===== src/rtl/joypad_ports.sv =====
// Purpose: NES $4016/$4017 controller ports with strobe/latch/serial shift, optional Four Score and per-button turbo.
// Latency: read data is combinational (zero cycles); shift, latch and strobe updates land at the end of the bus_ce cycle.
// Backpressure: none; every bus_ce access completes in its own cycle and no access is ever stalled.
module joypad_ports #(
    parameter int          NUM_PORTS    = 2,
    parameter int          TURBO_FRAMES = 2,
    parameter logic [7:0]  OPEN_BUS     = 8'h40,
    parameter logic [15:0] BASE_ADDR    = 16'h4016
) (
    input  logic                     clk,
    input  logic                     reset,
    input  logic [15:0]              bus_addr,
    input  logic                     bus_rw,
    input  logic                     bus_ce,
    input  logic [7:0]               bus_din,
    input  logic [8*NUM_PORTS-1:0]   buttons,
    input  logic [2*NUM_PORTS-1:0]   turbo_en,
    input  logic                     frame_tick,
    output logic [7:0]               data_out,
    output logic                     data_sel,
    output logic                     strobe
);

    // Reads past this many bits return 1, like an unplugged/exhausted pad.
    localparam logic [4:0]  LIMIT      = (NUM_PORTS == 4) ? 5'd24 : 5'd8;
    localparam logic [3:0]  LAST_FRAME = 4'(TURBO_FRAMES - 1);
    localparam logic [15:0] ADDR_B     = BASE_ADDR + 16'd1;

    // Four Score signature bytes, LSB shifted out first.
    localparam logic [7:0]  SIG_A      = 8'h08;
    localparam logic [7:0]  SIG_B      = 8'h04;

    if (NUM_PORTS != 2 && NUM_PORTS != 4) begin : g_bad_ports
        $error("joypad_ports: NUM_PORTS must be 2 or 4");
    end

    if (TURBO_FRAMES < 1 || TURBO_FRAMES > 15) begin : g_bad_turbo
        $error("joypad_ports: TURBO_FRAMES must be in 1..15");
    end

    // Address decode and access qualification
    logic sel_a;
    logic sel_b;
    logic rd_a;
    logic rd_b;
    logic wr_strobe;
    logic latch;

    assign sel_a     = (bus_addr == BASE_ADDR);
    assign sel_b     = (bus_addr == ADDR_B);
    assign data_sel  = bus_rw & (sel_a | sel_b);
    assign rd_a      = bus_ce & bus_rw & sel_a;
    assign rd_b      = bus_ce & bus_rw & sel_b;
    // Only the base address owns the strobe; base+1 writes go to the APU frame counter.
    assign wr_strobe = bus_ce & ~bus_rw & sel_a;
    // Reload while strobe is high, and also on the very write that drops it,
    // so the buttons seen in that cycle are the ones captured.
    assign latch     = strobe | (wr_strobe & ~bus_din[0]);

    // Turbo state
    logic       phase;
    logic [3:0] frame_cnt;

    // Effective buttons: turbo masks A/B while phase is low.
    logic [NUM_PORTS-1:0][7:0] eff;

    for (genvar p = 0; p < NUM_PORTS; p++) begin : g_eff
        assign eff[p] = buttons[8*p +: 8]
                      & ~{6'b0, turbo_en[2*p+1] & ~phase, turbo_en[2*p] & ~phase};
    end

    // Parallel-load images for both streams
    logic [23:0] reload_a;
    logic [23:0] reload_b;

    if (NUM_PORTS == 4) begin : g_four
        assign reload_a = {SIG_A, eff[2], eff[0]};
        assign reload_b = {SIG_B, eff[3], eff[1]};
    end else begin : g_two
        assign reload_a = {16'h0000, eff[0]};
        assign reload_b = {16'h0000, eff[1]};
    end

    // Stream state
    logic [23:0] sr_a;
    logic [23:0] sr_b;
    logic [4:0]  cnt_a;
    logic [4:0]  cnt_b;

    // Read bit per stream: live A while strobed, else head until exhausted, then 1.
    logic bit_a;
    logic bit_b;

    // Select the serial bit presented on each stream's read port
    always_comb begin
        bit_a = 1'b1;
        bit_b = 1'b1;
        if (strobe) begin
            bit_a = eff[0][0];
            bit_b = eff[1][0];
        end else begin
            if (cnt_a < LIMIT) begin
                bit_a = sr_a[0];
            end
            if (cnt_b < LIMIT) begin
                bit_b = sr_b[0];
            end
        end
    end

    assign data_out = {OPEN_BUS[7:1], sel_b ? bit_b : bit_a};

    // Strobe register written by the CPU at the base address
    always_ff @(posedge clk) begin
        if (reset) begin
            strobe <= 1'b0;
        end else if (wr_strobe) begin
            strobe <= bus_din[0];
        end
    end

    // Turbo frame counter and phase; free-running regardless of strobe
    always_ff @(posedge clk) begin
        if (reset) begin
            frame_cnt <= 4'd0;
            phase     <= 1'b1;
        end else if (frame_tick) begin
            if (frame_cnt == LAST_FRAME) begin
                frame_cnt <= 4'd0;
                phase     <= ~phase;
            end else begin
                frame_cnt <= frame_cnt + 4'd1;
            end
        end
    end

    // Stream A shift register and saturating read counter
    always_ff @(posedge clk) begin
        if (reset) begin
            sr_a  <= 24'd0;
            cnt_a <= 5'd0;
        end else if (latch) begin
            sr_a  <= reload_a;
            cnt_a <= 5'd0;
        end else if (rd_a) begin
            sr_a <= {1'b0, sr_a[23:1]};
            if (cnt_a != LIMIT) begin
                cnt_a <= cnt_a + 5'd1;
            end
        end
    end

    // Stream B shift register and saturating read counter
    always_ff @(posedge clk) begin
        if (reset) begin
            sr_b  <= 24'd0;
            cnt_b <= 5'd0;
        end else if (latch) begin
            sr_b  <= reload_b;
            cnt_b <= 5'd0;
        end else if (rd_b) begin
            sr_b <= {1'b0, sr_b[23:1]};
            if (cnt_b != LIMIT) begin
                cnt_b <= cnt_b + 5'd1;
            end
        end
    end

    // Only bit 0 of the write data is meaningful.
    logic unused_din;
    assign unused_din = ^bus_din[7:1];

endmodule


===== config.mk =====
export PLATFORM = sky130hd
export DESIGN_NAME = joypad_ports
export DESIGN_NICKNAME = d
export VERILOG_FILES = /design/src/rtl/joypad_ports.sv
export SDC_FILE = /design/constraint.sdc
export NUM_CORES = 1
export LEC_CHECK = 0
export CORE_ASPECT_RATIO = 1.25
export CORE_MARGIN = 4
export CORE_UTILIZATION = 40
export DETAILED_ROUTE_END_ITERATION = 12
export PLACE_DENSITY = 0.86
export SYNTH_ARGS = -nofsm -noshare
export SYNTH_HDL_FRONTEND = slang
export SYNTH_SLANG_ARGS = --single-unit

===== constraint.sdc =====
create_clock -name clk -period 1.66 [get_ports clk]
set_input_delay 0.249 -clock clk [delete_from_list [all_inputs] [get_ports clk]]
set_output_delay 0.249 -clock clk [all_outputs]
set_load 0.01 [all_outputs]

### Word-level counts from Yosys, hierarchy flattened

Cells that the tools add are included.
Widths: inputs -> output; s select.

| storage, ports and cells | value |
|---|---|
| register bits after elaboration | 32 |
| input port bits | 49 |
| output and inout bits | 10 |
| word-level logic and storage cells | 53 |

| operators by class | value |
|---|---|
| add/subtract/negate cells | 3 |
| magnitude comparators | 2 |
| equality and inequality tests | 5 |
| mux-type cells | 10 |
| bitwise operators | 20 |
| reduce and logical (&&, ||, !) cells | 6 |

Operators by type and width:

| kind | number |
|---|---|
| $eq 16x15->1 const B | 2 |
| $mux 8 | 4 |
| $and 8x8->8 | 2 |
| $not 2->8 | 2 |
| $and 1x1->1 | 11 |
| $add 5x1->5 const B | 2 |
| $lt 5x4->1 const B | 2 |
| $ne 5x4->1 const B | 2 |
| $reduce_and 2->1 | 3 |
| $mux 1 | 5 |
| $add 4x1->4 const B | 1 |
| $eq 4x1->1 const B | 1 |
| $mux 4 | 1 |
| $reduce_bool 2->1 | 2 |
| $not 1->1 | 3 |
| $or 1x1->1 | 2 |
| $reduce_or 2->1 | 1 |

### Depth between registers and ports, before layout

Gate-level depths: netlist of the first run.

| depth | value |
|---|---|
| depth after elaboration | 6 |
| mapped depth | 7 |
| gate-level depth less buffers | 7 |

### Least setup slack after synthesis of the first run

Ideal clock, no wire load.

| timing | value |
|---|---|
| path kind | input to output |
| start | input bus_addr[9] |
| end | output data_out[0] |
| data arrival time | 1.443 ns |
| required time | 1.411 ns |
| path slack | -0.032 ns |
| cell stages on the path | 5 |
| path buffers | 1 |
| cells stage by stage | nor4_4 nand4_2 buf_6 or4_1 nand2_1 |

| on the way | value |
|---|---|
| word-level cells in the longest chain between the ends | 2 |

RTL lines:

| item | line | text |
|---|---|---|
| start, declared | 12 | `input logic [15:0] bus_addr,` |
| $eq 16x15->1 | 50 | `assign sel_b = (bus_addr == ADDR_B);` |
| $mux 1 | 111 | `assign data_out = {OPEN_BUS[7:1], sel_b ? bit_b : bit_a};` |
| end, declared | 19 | `output logic [7:0] data_out,` |

No other way between the ends.

### Final worst setup path of the first run

| timing | value |
|---|---|
| start | input turbo_en[2] |
| end | output data_out[0] |

| on the way | value |
|---|---|
| word-level cells in the longest chain between the ends | 5 |

RTL lines:

| item | line | text |
|---|---|---|
| start, declared | 17 | `input logic [2*NUM_PORTS-1:0] turbo_en,` |
| $and 1x1->1 | 69 | `& ~{6'b0, turbo_en[2*p+1] & ~phase, turbo_en[2*p] & ~phase};` |
| $not 2->8 | 69 |  |
| $and 8x8->8 | 69 |  |
| $mux 1 | 98 | `if (strobe) begin` |
| $mux 1 | 111 |  |

No other way between the ends.

==> results.sh, run 1 <==
export IMPL_cts_tree="yes"
export IMPL_fin_nets=330
export IMPL_crit_type="in2out"
export IMPL_die_area_um2=5350
export IMPL_synth_fa_ha_area_share_pct=2.95
export IMPL_synth_mux_area_share_pct=1.77
export IMPL_yosysSeqAreaShare_pct=37.8
export IMPL_yosys_most_used_dff="dfxtp_1"
export IMPL_grt_max_degree=33
export IMPL_finalHoldViolations=0
export IMPL_yosys_area_top_type="dfxtp_1"
export IMPL_p_seq_share_pct=50.6
export IMPL_grt_usage_pct=16.9
export IMPL_die_w_um=66.2
export IMPL_finalWorstSetupSlack_ns=-0.0855
export IMPL_antenna_found_initial=0
export IMPL_synth_simple_area_share_pct=30.8
export IMPL_crit_buf_inv=2
export IMPL_ys_top_cells_by_count="34 x nand2_1, 32 x dfxtp_1, 28 x nor2_1"
export IMPL_io_buffers=44
export IMPL_drive_above_1_share_pct=30.7
export IMPL_fp_dieH_um=80.8
export IMPL_overflow=0
export IMPL_timing_fmax_mhz=573
export IMPL_cp_data_required_time_ns=1.41
export IMPL_skew_ns=0.00401
export IMPL_finalMaxSlewViolations=0
export IMPL_routed_wl_um=4410
export IMPL_failed_checks="negative setup slack"
export IMPL_whs_ns=0.481
export IMPL_synth_area_leaders="dfxtp_1 38%, nand2_1 7.5%, a311oi_1 7.2%"
export IMPL_synth_compound_area_share_pct=13.2
export IMPL_initial_core_util_pct=41.4
export IMPL_ios=59
export IMPL_worst_path_max_fanout=2
export IMPL_status="finished, violations left"
export IMPL_clk_latency_ns=0.29
export IMPL_hp_class="reg2reg"
export IMPL_drt_first_pass_iters=4
export IMPL_netSwitchingFraction_pct=23.9
export IMPL_holdBufCountCts=0
export IMPL_clock_path_buffers=2
export IMPL_end_kind="primary output"
export IMPL_core_area_um2=4100
export IMPL_cp_arrival_ns=1.50
export IMPL_grt_setup_unrepaired="true"
export IMPL_syn_cell_area_um2=1700
export IMPL_place_congestion=0.776
export IMPL_core_rowCount=26
export IMPL_syn_to_final_growth_pct=50.1
export IMPL_cp_slowest_stage_delay_ns=0.48
export IMPL_async_flop_share_pct=0
export IMPL_grt_pass1_wl_um=6950
export IMPL_synth_edf_count=0
export IMPL_diodes=0
export IMPL_final_area_um2=2540
export IMPL_p_leak_nw=0.975
export IMPL_powerDensity_nw_per_um2=603
export IMPL_drtIter0Drc=36
export IMPL_wl_per_cell_um=13.3
export IMPL_cts_root_buf="clkbuf_8"
export IMPL_ys_ff_latch=32
export IMPL_synth_top_family_by_area="simple AND/OR/NAND/NOR gates"
export IMPL_pwr_share_clk_pct=37.4
export IMPL_place_area_um2=2350
export IMPL_power_switching_uw=367
export IMPL_synth_most_common_cell="nand2_1"
export IMPL_htreeDepth=2
export IMPL_synth_top_cell_area_share_pct=37.8
export IMPL_fin_setup_tns_ns=-0.0855
export IMPL_finalCritPeriodShare_pct=105
export IMPL_via_per_inst=5.08
export IMPL_ant_nets=0
export IMPL_ys_warn_count=0
export IMPL_cts_buffers=5
export IMPL_avgSynthCellArea_um2=8.23
export IMPL_drc_errors=0
export IMPL_finalPower_mw=1.53
export IMPL_syn_inst=206
export IMPL_crit_chain="clkdlybuf4s50_1 -> nand2_2 -> a21oi_2 -> or4_4 -> nand2_2 -> buf_6"
export IMPL_drv_cap=0
export IMPL_p_int_mw=1.17
export IMPL_synth_xor_area_share_pct=4.65
export IMPL_synth_cell_types=37
export IMPL_path_clk_slew_ns=0.06
export IMPL_combPwrFrac_pct=12.0
export IMPL_ir_worst_vdd_v=0.000503
export IMPL_clkSinkCount=32
export IMPL_hpwlAfterDp_um=3190
export IMPL_path_common_cell="nand2_2"
export IMPL_period_needed_ns=1.75
export IMPL_cp_slowest_cell="or4_4"
export IMPL_worstSetupStartpointType="input pin"
export IMPL_first_global_vias=1632
export IMPL_setup_viol_count_final=1
export IMPL_route_vias_total=1692
export IMPL_crit_family="simple AND/OR/NAND/NOR gates"
[power groups by stage]
stage,combinational (mW),sequential [mW],clock [mW]
after floorplan,0.0562,0.793,0
after global placement,0.181,0.793,0
after detailed placement,0.184,0.793,0
after CTS,0.178,0.777,0.585
after global routing,0.196,0.777,0.616
final,0.184,0.777,0.574
[through the flow]
stage | utilization, % | cells | setup WS (ns)
floorplan | - | 211 | -0.0183
global placement | 57.4 | 325 | -0.831
detailed placement | 57.4 | 325 | -0.837
CTS | 59.4 | 332 | -0.106
global route | 62.1 | 333 | -0.131
finish | 62.1 | 333 | -0.0855
[cell families (layout without fill, tap and decap cells)]
logic type	count (synthesis)	in the layout
mux	3	3
xor+xnor	9	9
simple gates	102	102
buf+inv	24	90
flops	32	32
other cells	2	7
fa+ha+maj	4	4
compound gates	30	30
[layout by cell type, fill, tap and decap left out, types with 3 or more instances in the layout]
cell type        Yosys  layout
a21oi_1             10       5
a21oi_2              0       5
a311oi_1            14       6
a311oi_2             1       9
buf_2                2       6
buf_4                7      29
buf_6                3       4
clkbuf_8             0       5
clkdlybuf4s15_1      0       5
clkdlybuf4s50_1      0      24
conb_1               2       7
dfxtp_1             32      30
dlygate4sd2_1        0       3
ha_1                 4       4
inv_1                8       6
mux2i_1              3       3
nand2_1             34      32
nand3_1              9       9
nor2_1              28      24
nor2_2               1       5
nor3_1               7       6
nor4_1               3       3
xnor2_1              7       7
[cell type report]
type	instances	area, µm²
clock buffer	5	68.8
clock inverter	2	12.5
fill	372	1550
inverter	8	30.0
multi-input combinational	155	1050
sequential	32	643
tap	56	70.1
timing repair buffer	75	666
[flip-flops by register name, summed over array words and instances, names as in the netlist]
signal / cells
frame_cnt: 4
sr_b: 8
cnt_a: 5
phase: 1
sr_a: 8
cnt_b: 5
strobe: 1
[worst paths after layout]
check | from | endpoint | slack, ns | depth (start not counted)
max | turbo_en[2] | data_out[0] | -0.09 | 6
max reg2reg | cnt_a[1]$_SDFFE_PP0P_ | cnt_a[0]$_SDFFE_PP0P_ | 0.12 | 7
min reg2reg | sr_b[7]$_SDFFE_PP0P_ | sr_b[6]$_SDFFE_PP0P_ | 0.48 | 2
min | sr_b[7]$_SDFFE_PP0P_ | sr_b[6]$_SDFFE_PP0P_ | 0.48 | 2
[worst reg2reg max path, stage by stage (launching register included)]
cell	delay, ns
dfxtp_2	0.35
inv_1	0.05
ha_1	0.17
nor4bb_2	0.18
nor4b_4	0.35
buf_4	0.17
xnor2_1	0.10
nor2_1	0.06
[metal layers]
metal,track usage [%],up-vias,part of all wire [%]
met2,29.9,62,52
li1,-,845,-
met4,7.32,0,2.2
met5,0,-,0
met1,18.2,776,37
met3,5.39,9,8.5
[timing repair]
item | CTS | global route
resized for setup | 59 | 24
endpoints found under the setup margin | 29 | 20
pin swaps | 7 | 7
hold endpoints to repair | 0 | 0
buffers inserted | 0 | 1
(Power assumes the default switching activity.)
==> run 2, diff against run 1 <==
--- a/config.mk
+++ b/config.mk
@@ -5,9 +5,11 @@
 export SDC_FILE = /design/constraint.sdc
 export NUM_CORES = 1
 export LEC_CHECK = 0
+export ABC_AREA = 0
 export CORE_ASPECT_RATIO = 1.25
 export CORE_MARGIN = 4
 export CORE_UTILIZATION = 40
+export CTS_CLUSTER_DIAMETER = 120
 export DETAILED_ROUTE_END_ITERATION = 12
 export PLACE_DENSITY = 0.86
 export SYNTH_ARGS = -nofsm -noshare
==> results of run 2 <==
Same layout as run 1: the final DEF is identical, and so are final timing and power.
==> run 3, diff against run 2 <==
--- a/config.mk
+++ b/config.mk
@@ -9,9 +9,11 @@
 export CORE_ASPECT_RATIO = 1.25
 export CORE_MARGIN = 4
 export CORE_UTILIZATION = 40
+export CTS_BUF_LIST = sky130_fd_sc_hd__clkbuf_8
 export CTS_CLUSTER_DIAMETER = 120
 export DETAILED_ROUTE_END_ITERATION = 12
 export PLACE_DENSITY = 0.86
+export SKIP_LAST_GASP = 1
 export SYNTH_ARGS = -nofsm -noshare
 export SYNTH_HDL_FRONTEND = slang
 export SYNTH_SLANG_ARGS = --single-unit
==> results.sh, run 3 (synthesized netlist as in run 1, its figures left out) <==
export IMPL_diodes=0
export IMPL_finalWorstSetupSlack_ns=-0.0824
export IMPL_reg2reg_slack_ns=0.13
export IMPL_hold_depth=2
export IMPL_core_rowCount=26
export IMPL_grt_pass1_wl_um=6950
export IMPL_pwr_share_clk_pct=37.5
export IMPL_drtIter0Drc=44
export IMPL_holdBufCountCts=0
export IMPL_netSwitchingFraction_pct=23.9
export IMPL_r2r_end="cnt_a[0]$_SDFFE_PP0P_"
export IMPL_endpoint="data_out[0]"
export IMPL_htreeDepth=2
export IMPL_cts_buffers=5
export IMPL_whs_ns=0.468
export IMPL_drv_cap=0
export IMPL_worstSetupStartpointType="input pin"
export IMPL_finalHoldViolations=0
export IMPL_final_cell_mix="32 x nand2_1, 30 x dfxtp_1, 29 x buf_4, 26 x nor2_1, 24 x clkdlybuf4s50_1"
export IMPL_ant_nets=0
export IMPL_clock_path_buffers=2
export IMPL_finalPower_mw=1.53
export IMPL_cts_tree="yes"
export IMPL_cp_arrival_ns=1.49
export IMPL_post_route_util_pct=61.4
export IMPL_finalCritPeriodShare_pct=105
export IMPL_clkSinkCount=32
export IMPL_crit_start="turbo_en[2]"
export IMPL_reg2reg_from="cnt_a[1]$_SDFFE_PP0P_"
export IMPL_p_seq_share_pct=50.6
export IMPL_cts_root_buf="clkbuf_8"
export IMPL_core_area_um2=4100
export IMPL_hpwlAfterDp_um=3190
export IMPL_fp_dieH_um=80.8
export IMPL_fin_nets=330
export IMPL_wl_per_cell_um=13.2
export IMPL_failed_checks="negative setup slack"
export IMPL_hp_class="reg2reg"
export IMPL_first_global_vias=1632
export IMPL_setup_viol_count_final=1
export IMPL_cp_data_required_time_ns=1.41
export IMPL_io_buffers=44
export IMPL_via_per_inst=5.05
export IMPL_skew_ns=0.00374
export IMPL_ir_worst_vdd_v=0.000503
export IMPL_powerDensity_nw_per_um2=609
export IMPL_combPwrFrac_pct=11.8
export IMPL_timing_fmax_mhz=574
export IMPL_drt_first_pass_iters=4
export IMPL_p_leak_nw=0.955
export IMPL_grt_max_degree=33
export IMPL_p_int_mw=1.17
export IMPL_routed_wl_um=4390
export IMPL_drc_errors=0
export IMPL_crit_type="in2out"
export IMPL_multi_input_area_um2=1030
export IMPL_finalMaxSlewViolations=0
export IMPL_syn_to_final_growth_pct=48.5
export IMPL_ios=59
export IMPL_die_w_um=66.2
export IMPL_ff_latch_area_um2=643
export IMPL_drive_above_1_share_pct=28.5
export IMPL_overflow=0
export IMPL_antenna_found_initial=0
export IMPL_period_needed_ns=1.74
export IMPL_power_switching_uw=367
export IMPL_die_area_um2=5350
export IMPL_grt_usage_pct=16.9
export IMPL_path_clk_slew_ns=0.06
export IMPL_status="finished, violations left"
export IMPL_route_vias_total=1683
export IMPL_clk_latency_ns=0.29
export IMPL_reg2regPathDepth=7
export IMPL_fin_cells=333
export IMPL_dp_cells=325
export IMPL_place_congestion=0.776
export IMPL_end_kind="primary output"
export IMPL_final_common_cell="nand2_1"
export IMPL_top_regs="sr_a: 8 flops, sr_b: 8 flops"
export IMPL_fill_cells=376
export IMPL_initial_core_util_pct=41.4
export IMPL_grt_setup_unrepaired="true"
export IMPL_worst_path_max_fanout=2
==> run 3: cell counts in the layout (fill, tap and decap cells not counted) <==
Identical to the previous run, type by type.
==> run 3: critical path, cell delays in order <==
cell             delay, ns
clkdlybuf4s50_1       0.42
nand2_2               0.10
a21oi_2               0.07
or4_4                 0.48
nand2_2               0.07
buf_6                 0.10
==> run 3: timing repair <==
action | in CTS | in global routing
buffers inserted | 0 | 1
pin swaps | 7 | 7
resized for setup | 59 | 18
setup endpoints to repair | 29 | 20
==> run 3: stage by stage <==
| stage | instance area (µm²) | setup WS, ns | setup TNS, ns |
|---|---|---|---|
| after detailed placement | 2350 | -0.837 | -17.11 |
| after global routing | 2520 | -0.131 | -0.642 |
| after floorplan | 1720 | -0.0183 | -0.0183 |
| after CTS | 2430 | -0.106 | -0.106 |
| after global placement | 2350 | -0.831 | -16.45 |
| final | 2520 | -0.0824 | -0.0824 |
==> run 3: power by group through the flow <==
stage / clock network (mW) / logic, mW / registers (mW)
final: 0.576 / 0.181 / 0.777
after floorplan: 0 / 0.0562 / 0.793
after global placement: 0 / 0.181 / 0.793
after detailed placement: 0 / 0.184 / 0.793
after CTS: 0.585 / 0.178 / 0.777
after global routing: 0.616 / 0.194 / 0.777
==> run 3: how the worst min path moves through the flow <==
stage                              start                   end  slack, ns
finish              sr_a[7]$_SDFFE_PP0P_  sr_a[7]$_SDFFE_PP0P_       0.47
global route        sr_b[7]$_SDFFE_PP0P_  sr_b[7]$_SDFFE_PP0P_       0.51
CTS                           buttons[8]  sr_b[0]$_SDFFE_PP0P_       0.46
detailed placement  sr_a[7]$_SDFFE_PP0P_  sr_a[7]$_SDFFE_PP0P_       0.46
global placement    sr_a[7]$_SDFFE_PP0P_  sr_a[7]$_SDFFE_PP0P_       0.46
floorplan                          reset  sr_b[4]$_SDFFE_PP0P_       0.32
==> run 3: metal layers <==
metal	track usage (%)	share of wire, %	up-vias
met1	18.2	39	766
met4	7.32	2.2	0
met3	5.39	8.3	8
met2	29.9	51	64
li1	-	-	845
met5	0	0	-
==> run 3: area by class of cell <==
cell class / instances / share of cell area (%)
multi-input combinational: 155 / 40.8
inverter: 8 / 1.19
tap: 56 / 2.78
timing repair buffer: 75 / 26.4
sequential: 32 / 25.5
clock buffer: 5 / 2.73
clock inverter: 2 / 0.497
